**src/rtl/bus_master.sv**
```systemverilog
// Purpose : initiator end of the system bus; decodes the slave from addr[12:11], runs one bus cycle and returns the slave's response.
// Latency : accept edge E0 -> m_valid the cycle after E0 -> resp_valid the cycle after the slave's sl_valid; decode error -> resp_valid the cycle after E0.
// Backpress: one transaction outstanding; req_ready is high only in IDLE, and requests are held off until the response pulse has been sent.
//
// Ports:
//   clk, rst_n                          clock, synchronous active-low reset
//   req_valid/req_ready/req_mode/req_addr/req_wdata   request from the local requester (mode 1 = write)
//   resp_valid/resp_rdata/resp_err      single-cycle response; rdata/err hold until the next response
//   mode/addr/wdata/m_valid/sl_select   bus outputs toward the slaves (sl_select is one-hot)
//   sl_valid/rdata                      per-slave completion pulse and read data (slave i at [8i+7:8i])
//
// Optional feature macro: BUS_MASTER_TIMEOUT_EN. When it is defined, WAIT gives up after TIMEOUT cycles
// and returns an error. When it is undefined, WAIT lasts until sl_valid or reset.
module bus_master #(
   parameter int NUM_SLAVES = 3,
   parameter int TIMEOUT    = 15
) (
   input  logic                      clk,
   input  logic                      rst_n,
   input  logic                      req_valid,
   output logic                      req_ready,
   input  logic                      req_mode,
   input  logic [15:0]               req_addr,
   input  logic [7:0]                req_wdata,
   output logic                      resp_valid,
   output logic [7:0]                resp_rdata,
   output logic                      resp_err,
   output logic                      mode,
   output logic [15:0]               addr,
   output logic [7:0]                wdata,
   output logic                      m_valid,
   output logic [NUM_SLAVES-1:0]     sl_select,
   input  logic [NUM_SLAVES-1:0]     sl_valid,
   input  logic [8*NUM_SLAVES-1:0]   rdata
);

   typedef enum logic [1:0] {IDLE, REQ, WAIT, RESP} state_t;

   state_t          state_q, state_d;
   logic [1:0]      idx_q, idx_d;
   logic            mode_q, mode_d;
   logic [15:0]     addr_q, addr_d;
   logic [7:0]      wdata_q, wdata_d;
   logic [7:0]      resp_rdata_q, resp_rdata_d;
   logic            resp_err_q, resp_err_d;

   // Signals belonging to the currently selected slave.
   logic                  sel_vld;
   logic [7:0]            sel_rdata;
   logic [NUM_SLAVES-1:0] sel_onehot;
   logic                  addr_ok;

`ifdef BUS_MASTER_TIMEOUT_EN
   localparam int CNT_W = $clog2(TIMEOUT + 1);
   logic [CNT_W-1:0] cnt_q, cnt_d;
`endif

   // Slaves that do not exist are never matched. A bad index therefore selects nothing.
   always_comb begin
      sel_vld    = 1'b0;
      sel_rdata  = '0;
      sel_onehot = '0;
      for (int i = 0; i < NUM_SLAVES; i++) begin
         if (idx_q == 2'(i)) begin
            sel_vld       = sl_valid[i];
            sel_rdata     = rdata[8*i +: 8];
            sel_onehot[i] = 1'b1;
         end
      end
   end

   assign addr_ok = (req_addr[15:13] == 3'b000) && (32'(req_addr[12:11]) < NUM_SLAVES);

   always_comb begin
      state_d      = state_q;
      idx_d        = idx_q;
      mode_d       = mode_q;
      addr_d       = addr_q;
      wdata_d      = wdata_q;
      resp_rdata_d = resp_rdata_q;
      resp_err_d   = resp_err_q;
`ifdef BUS_MASTER_TIMEOUT_EN
      cnt_d        = cnt_q;
`endif
      case (state_q)
         IDLE: begin
            if (req_valid) begin
               mode_d  = req_mode;
               addr_d  = req_addr;
               wdata_d = req_wdata;
               idx_d   = req_addr[12:11];
               if (addr_ok) begin
                  state_d = REQ;
               end else begin
                  // No bus cycle is run. The error response comes out directly.
                  state_d      = RESP;
                  resp_err_d   = 1'b1;
                  resp_rdata_d = 8'h00;
               end
            end
         end
         REQ: begin
            state_d = WAIT;
`ifdef BUS_MASTER_TIMEOUT_EN
            cnt_d   = '0;
`endif
         end
         WAIT: begin
            // If sl_valid and timeout expiry happen in the same cycle, sl_valid wins.
            if (sel_vld) begin
               state_d      = RESP;
               resp_err_d   = 1'b0;
               resp_rdata_d = mode_q ? 8'h00 : sel_rdata;
            end
`ifdef BUS_MASTER_TIMEOUT_EN
            else if (cnt_q == CNT_W'(TIMEOUT - 1)) begin
               state_d      = RESP;
               resp_err_d   = 1'b1;
               resp_rdata_d = 8'h00;
            end else begin
               cnt_d = cnt_q + CNT_W'(1);
            end
`endif
         end
         RESP: begin
            state_d = IDLE;
         end
         default: begin
            state_d = IDLE;
         end
      endcase
   end

   always_ff @(posedge clk) begin
      if (!rst_n) begin
         state_q      <= IDLE;
         idx_q        <= 2'd0;
         mode_q       <= 1'b0;
         addr_q       <= 16'h0000;
         wdata_q      <= 8'h00;
         resp_rdata_q <= 8'h00;
         resp_err_q   <= 1'b0;
      end else begin
         state_q      <= state_d;
         idx_q        <= idx_d;
         mode_q       <= mode_d;
         addr_q       <= addr_d;
         wdata_q      <= wdata_d;
         resp_rdata_q <= resp_rdata_d;
         resp_err_q   <= resp_err_d;
      end
   end

`ifdef BUS_MASTER_TIMEOUT_EN
   always_ff @(posedge clk) begin
      if (!rst_n) begin
         cnt_q <= '0;
      end else begin
         cnt_q <= cnt_d;
      end
   end
`endif

   assign req_ready  = (state_q == IDLE);
   assign m_valid    = (state_q == REQ);
   assign sl_select  = ((state_q == REQ) || (state_q == WAIT)) ? sel_onehot : '0;
   assign resp_valid = (state_q == RESP);
   assign resp_rdata = resp_rdata_q;
   assign resp_err   = resp_err_q;
   assign mode       = mode_q;
   assign addr       = addr_q;
   assign wdata      = wdata_q;

endmodule

```
**config.mk**
```make
export PLATFORM = sky130hd
export DESIGN_NAME = bus_master
export DESIGN_NICKNAME = d
export VERILOG_FILES = /design/src/rtl/bus_master.sv
export SDC_FILE = /design/constraint.sdc
export NUM_CORES = 1
export LEC_CHECK = 0
export CAP_MARGIN = 10
export CORE_MARGIN = 4
export CORE_UTILIZATION = 55
export DETAILED_ROUTE_END_ITERATION = 8
export DONT_BUFFER_PORTS = 1
export PLACE_DENSITY_LB_ADDON = 0.12
export SLEW_MARGIN = 20
export SYNTH_ARGS = -nofsm -noshare
export SYNTH_HDL_FRONTEND = slang
export SYNTH_SLANG_ARGS = --single-unit
```
**constraint.sdc**
```tcl
create_clock -name clk -period 2 [get_ports clk]
set_clock_uncertainty 0.1 [all_clocks]
set_input_delay 0.1 -clock clk [delete_from_list [all_inputs] [get_ports clk]]
set_output_delay 0.1 -clock clk [all_outputs]
set_load 0.01 [all_outputs]
```
==> results.toml, run 1 <==
[worst_setup_path]
slowest_stage = "nor2b_1"
start_kind = "flip-flop"
path_buf_inv = 1
worstSetupPathType = "flip-flop to primary output"
crit_fanout = 11
arrival_ps = 1630
max_stage_delay_ps = 420
worstPathRequired_ps = 1800
cp_top_family = "simple AND/OR/NAND/NOR gates"
end_kind = "primary output"
path_cells = "buf_4 > nor2b_1 > and2_1"

[synthesis]
mappedNetlistArea_sq_um = 1740
synth_area_per_cell_sq_um = 8.43
ys_types = 24
seq_area_frac_synth_pct = 41.5
yosysTopAreaCell = "dfxtp_1"
synth_fp_nets = 266
synth_area_leaders = "dfxtp_1 (41%), nand2_1 (14%), mux2i_1 (11%)"
yosys_warnings = 0
synth_top_area_share_pct = 41.5
ys_ff_latch = 36
synthCells = 206

[sta]
rsz0062_at_grt = "false"
relSlewSlack_pct = 64.9
timing.final.crit_period_ps = 1830
min_period_over_period_pct = 91.7
tns_ps = 0
hold_viol = 0
tightestPinTransition_ps = 526
fin_ws_ps = 165
setup_viol = 0
slew_violations = 0
fmax_mhz = 545

[layout]
nets = 305
antenna-diode-count = 0
register_area_sq_um = 721
area_growth_pct = 29.5
final_cell_mix = "nand2_1 (63), dlygate4sd3_1 (37), dfxtp_1 (36), a21boi_1 (25), mux2i_1 (19)"
drive_above_1_share_pct = 7.72
n_fill_cell = 229
multi_input_area_sq_um = 957
layout_commonest_cell = "nand2_1"
finalNonFillerCells = 290
final_cell_area_sq_um = 2250

[clock_network]
numClockSinks = 36
cts.reportedPaths.clkPinSlew_ps = 110
cts_setup_buffers = 0
cts_tree = "yes"
htreeDepth = 2
clockBufferDepth = 2
root_buffer = "clkbuf_4"
insertion_delay_ps = 330
cts_inserted_buffers = 5

[placement]
dp.cells = 244
dpl_cell_area_sq_um = 1780
hpwl_microns = 3040
portBuffers = 0
dp_slack_ps = 252
place_congestion = 0.769

[die]
io_pins = 95
coreArea_sq_um = 3030
start_util_pct = 57.4
die_x_microns = 64.2
std_cell_rows = 20
die-height_microns = 64.2
die-area_sq_um = 4120

[grt]
antenna_found_initial = 0
grt_pass1_vias = 1585
grt_pass1_wl_microns = 7440
grt_max_degree = 38
overflow = 0
grt_usage_pct = 23.0

[routing]
via_count = 1560
ant_nets = 0
drt-initial-drc-count = 78
routed_wl_microns = 4590
drtPass1Iterations = 6
drc = 0
viasPerCell = 5.38
routedWlPerCell_microns = 15.8

[job]
cap_violations = 0

[pwr]
p_per_area_nw_per_um2 = 1070
p_leak_uw = 0.000886
peakVddDrop_mv = 0.721

[outcome]
status = "complete, no violations"

[worst_hold_path]
min_path_type = "input port to flip-flop"
[state kept, by name, summed over array words and instances, names as in the netlist]
| name | count |
|---|---|
| addr | 15 |
| idx_q | 1 |
| mode | 1 |
| resp_err | 1 |
| resp_rdata | 8 |
| state_q | 2 |
| wdata | 8 |
[where the power goes]
group / switching, uW / leakage, uW / internal [uW] / total, uW
Combinational: 507 / 0.000540 / 347 / 854
Sequential: 149 / 0.000294 / 843 / 992
Clock: 235 / 0.0000515 / 332 / 567
[path summary, 6_finish.rpt]
check,start,to,slack [ps],cells after the start
worst min register to register,wdata[0],wdata[0],410,2
worst min-delay path,rdata[6],resp_rdata[6],30,4
worst max-delay path,idx_q[0],sl_select[2],170,3
worst max register to register,state_q[0],resp_rdata[2],220,6
[repair_timing]
| action | in CTS | in global routing |
|---|---|---|
| gates resized for setup | 0 | 0 |
| hold endpoints to repair | 36 | 0 |
| hold buffers | 38 | 0 |
| endpoints found under the setup margin | 0 | 0 |
[cells in the mapped netlist (all sizes together)]
cell type,count
inv,4
a2111oi,1
dfxtp,36
and3b,1
and2,9
a21boi,25
buf,5
nor2,11
mux2i,19
o211ai,3
clkbuf,5
nor2b,2
o21ai,13
nand2b,1
a31oi,1
ha,5
nand2,63
nand3b,1
nor3b,1
[layout make-up]
cell class                      count  area share, %
Clock buffer                        7           2.89
Tap cell                           44           2.45
Timing Repair Buffer               42           18.0
Sequential cell                    36           32.1
Clock inverter                      1           1.34
Inverter                            4          0.668
Multi-Input combinational cell    156           42.6
[kinds of logic (layout without fill, tap and decap cells)]
kind of cell | Yosys count | count (layout) | share of synthesized area, %
multiplexers | 19 | 19 | 11.0
buffers and inverters | 14 | 54 | 3.39
AND/OR/NAND/NOR | 89 | 89 | 21.8
AO/OA/AOI/OAI | 43 | 43 | 18.7
adder cells (fa/ha/maj) | 5 | 5 | 3.60
flip-flops | 36 | 36 | 41.5
[layer usage]
| metal | vias up | share of wire (%) | track usage, % |
|---|---|---|---|
| met4 | 0 | 1.2 | 6.07 |
| met2 | 68 | 52 | 41.4 |
| met3 | 9 | 9.8 | 9.31 |
| met1 | 724 | 37 | 24.7 |
| met5 | - | 0 | 0 |
| li1 | 759 | - | - |
[tightest hold or removal path, stage by stage]
cell	delay [ps]
mux2i_1	50
nor2_1	70
o21ai_0	90
mux2i_1	110
[per-stage QoR]
stage	hold slack (ps)	power [uW]	utilization, %
2_1_floorplan	135	1600	-
3_3_place_gp	138	1730	58.7
3_5_place_dp	143	1780	58.7
4_1_cts	2.18	2420	74.4
5_1_grt	52.9	2580	74.3
6_report	29.6	2410	74.3
(Power assumes the default switching activity.)
==> run 2: changes to the inputs <==
Settings changed: BUFFER_PORTS_ARGS from default to -buffer_cell sky130_fd_sc_hd__buf_2, CORE_UTILIZATION 55 to 44, CTS_CLUSTER_SIZE from default to 16, DONT_BUFFER_PORTS 1 to default.
==> results.toml, run 2 (same netlist as run 1, synthesis figures left out) <==
[layout]
n_fill_cell = 343
antenna-diode-count = 0
final_cell_mix = "buf_2 (94), nand2_1 (63), dfxtp_1 (36), a21boi_1 (25), dlygate4sd3_1 (25)"
area_growth_pct = 51.4
largest_reg_flops = 15
layout_commonest_cell = "buf_2"
nets = 388
drive_above_1_share_pct = 34.7

[pwr]
peakVddDrop_mv = 0.535
p_leak_uw = 0.00127
p_per_area_nw_per_um2 = 993

[worst_setup_path]
worstSetupPathType = "input port to flip-flop"
worstPathRequired_ps = 2110
arrival_ps = 1860
reg2regPathDepth = 5
start_kind = "input port"
end_kind = "flip-flop"
crit_fanout = 8

[sta]
finalHoldWorstSlack_ps = 102
relSlewSlack_pct = 67.5
tightestPinTransition_ps = 487
min_period_over_period_pct = 87.5
tns_ps = 0
rsz0062_at_grt = "false"
hold_viol = 0
fmax_mhz = 572
setup_viol = 0
timing.final.crit_period_ps = 1750
slew_violations = 0

[clock_network]
cts_hold_buf = 25
numClockSinks = 36
root_buffer = "clkbuf_8"
clockBufferDepth = 2
insertion_delay_ps = 280
htreeDepth = 2
cts_setup_buffers = 0
cts.reportedPaths.clkPinSlew_ps = 70
cts_inserted_buffers = 5
cts_tree = "yes"
cts-resized-gates = 0

[die]
std_cell_rows = 22
die-height_microns = 70.8
die_x_microns = 70.8
io_pins = 95
die-area_sq_um = 5020
coreArea_sq_um = 3740
start_util_pct = 46.4

[worst_hold_path]
min_path_type = "input port to flip-flop"
min_path_cells = 4

[routing]
viasPerCell = 4.80
routed_wl_microns = 4790
drtPass1Iterations = 4
drt-initial-drc-count = 79
ant_nets = 0
routedWlPerCell_microns = 12.7
drc = 0
via_count = 1811

[placement]
place_congestion = 0.856
hpwl_microns = 3360
portBuffers = 94

[grt]
overflow = 0
grt_max_degree = 39
grt_pass1_wl_microns = 8070
antenna_found_initial = 0
grt_pass1_vias = 1795
grt_usage_pct = 19.7

[outcome]
status = "complete, no violations"

[job]
cap_violations = 0
==> run 2: changes by cell type in the layout (fill, tap and decap cells not counted), sizes merged <==
cell         previous run  this run
clkinv                  0         1
buf                     5       100
dlygate4sd3            37        25
clkbuf                  7         6
==> run 2: per-stage QoR <==
stage | setup slack (ps) | total power (uW) | cells | util, % | area [sq um]
CTS | 231 | 2620 | 377 | 70.2 | 2630
floorplan | 364 | 1600 | 206 | - | 1740
global route | 107 | 2780 | 377 | 70.2 | 2630
finish | 250 | 2610 | 377 | 70.2 | 2630
global placement | 376 | 1960 | 344 | 60.7 | 2270
detailed placement | 322 | 1980 | 344 | 60.7 | 2270
==> run 2: area by class of cell <==
cell class	count	area (sq um)	area share [%]
Sequential cell	36	721	27.4
Clock buffer	6	72.6	2.76
Clock inverter	2	35.0	1.33
Tap cell	48	60.1	2.28
Multi-Input combinational cell	156	960	36.5
Inverter	4	15.0	0.571
Timing Repair Buffer	125	766	29.1
==> run 2: report_power, final <==
part	switching, uW	total [uW]	internal (uW)	leakage, uW
Combinational	611	1080	472	0.000925
Clock	240	609	370	0.0000552
Sequential	75.9	919	843	0.000294
Total	926	2610	1680	0.00127
==> run 2: worst paths after layout <==
kind                      from             to  slack [ps]
setup / recovery  req_addr[11]  resp_rdata[5]         250
hold / removal       rdata[18]  resp_rdata[2]         100
setup reg to reg    state_q[0]  resp_rdata[5]         310
hold reg to reg        addr[1]        addr[1]         350
==> run 2: metal layers <==
layer | vias to the layer above | routed length, microns | GRT usage [%]
met1 | 825 | 2020 | 24.6
met4 | 0 | 81 | 6.47
li1 | 927 | - | -
met3 | 9 | 255 | 4.69
met2 | 50 | 2430 | 33.4
met5 | - | 0 | 0
==> run 2: critical path: stages <==
cell	delay [ps]
dlygate4sd3_1	530
buf_2	140
a2111oi_4	420
nor2_2	90
o21ai_4	350
mux2i_1	220
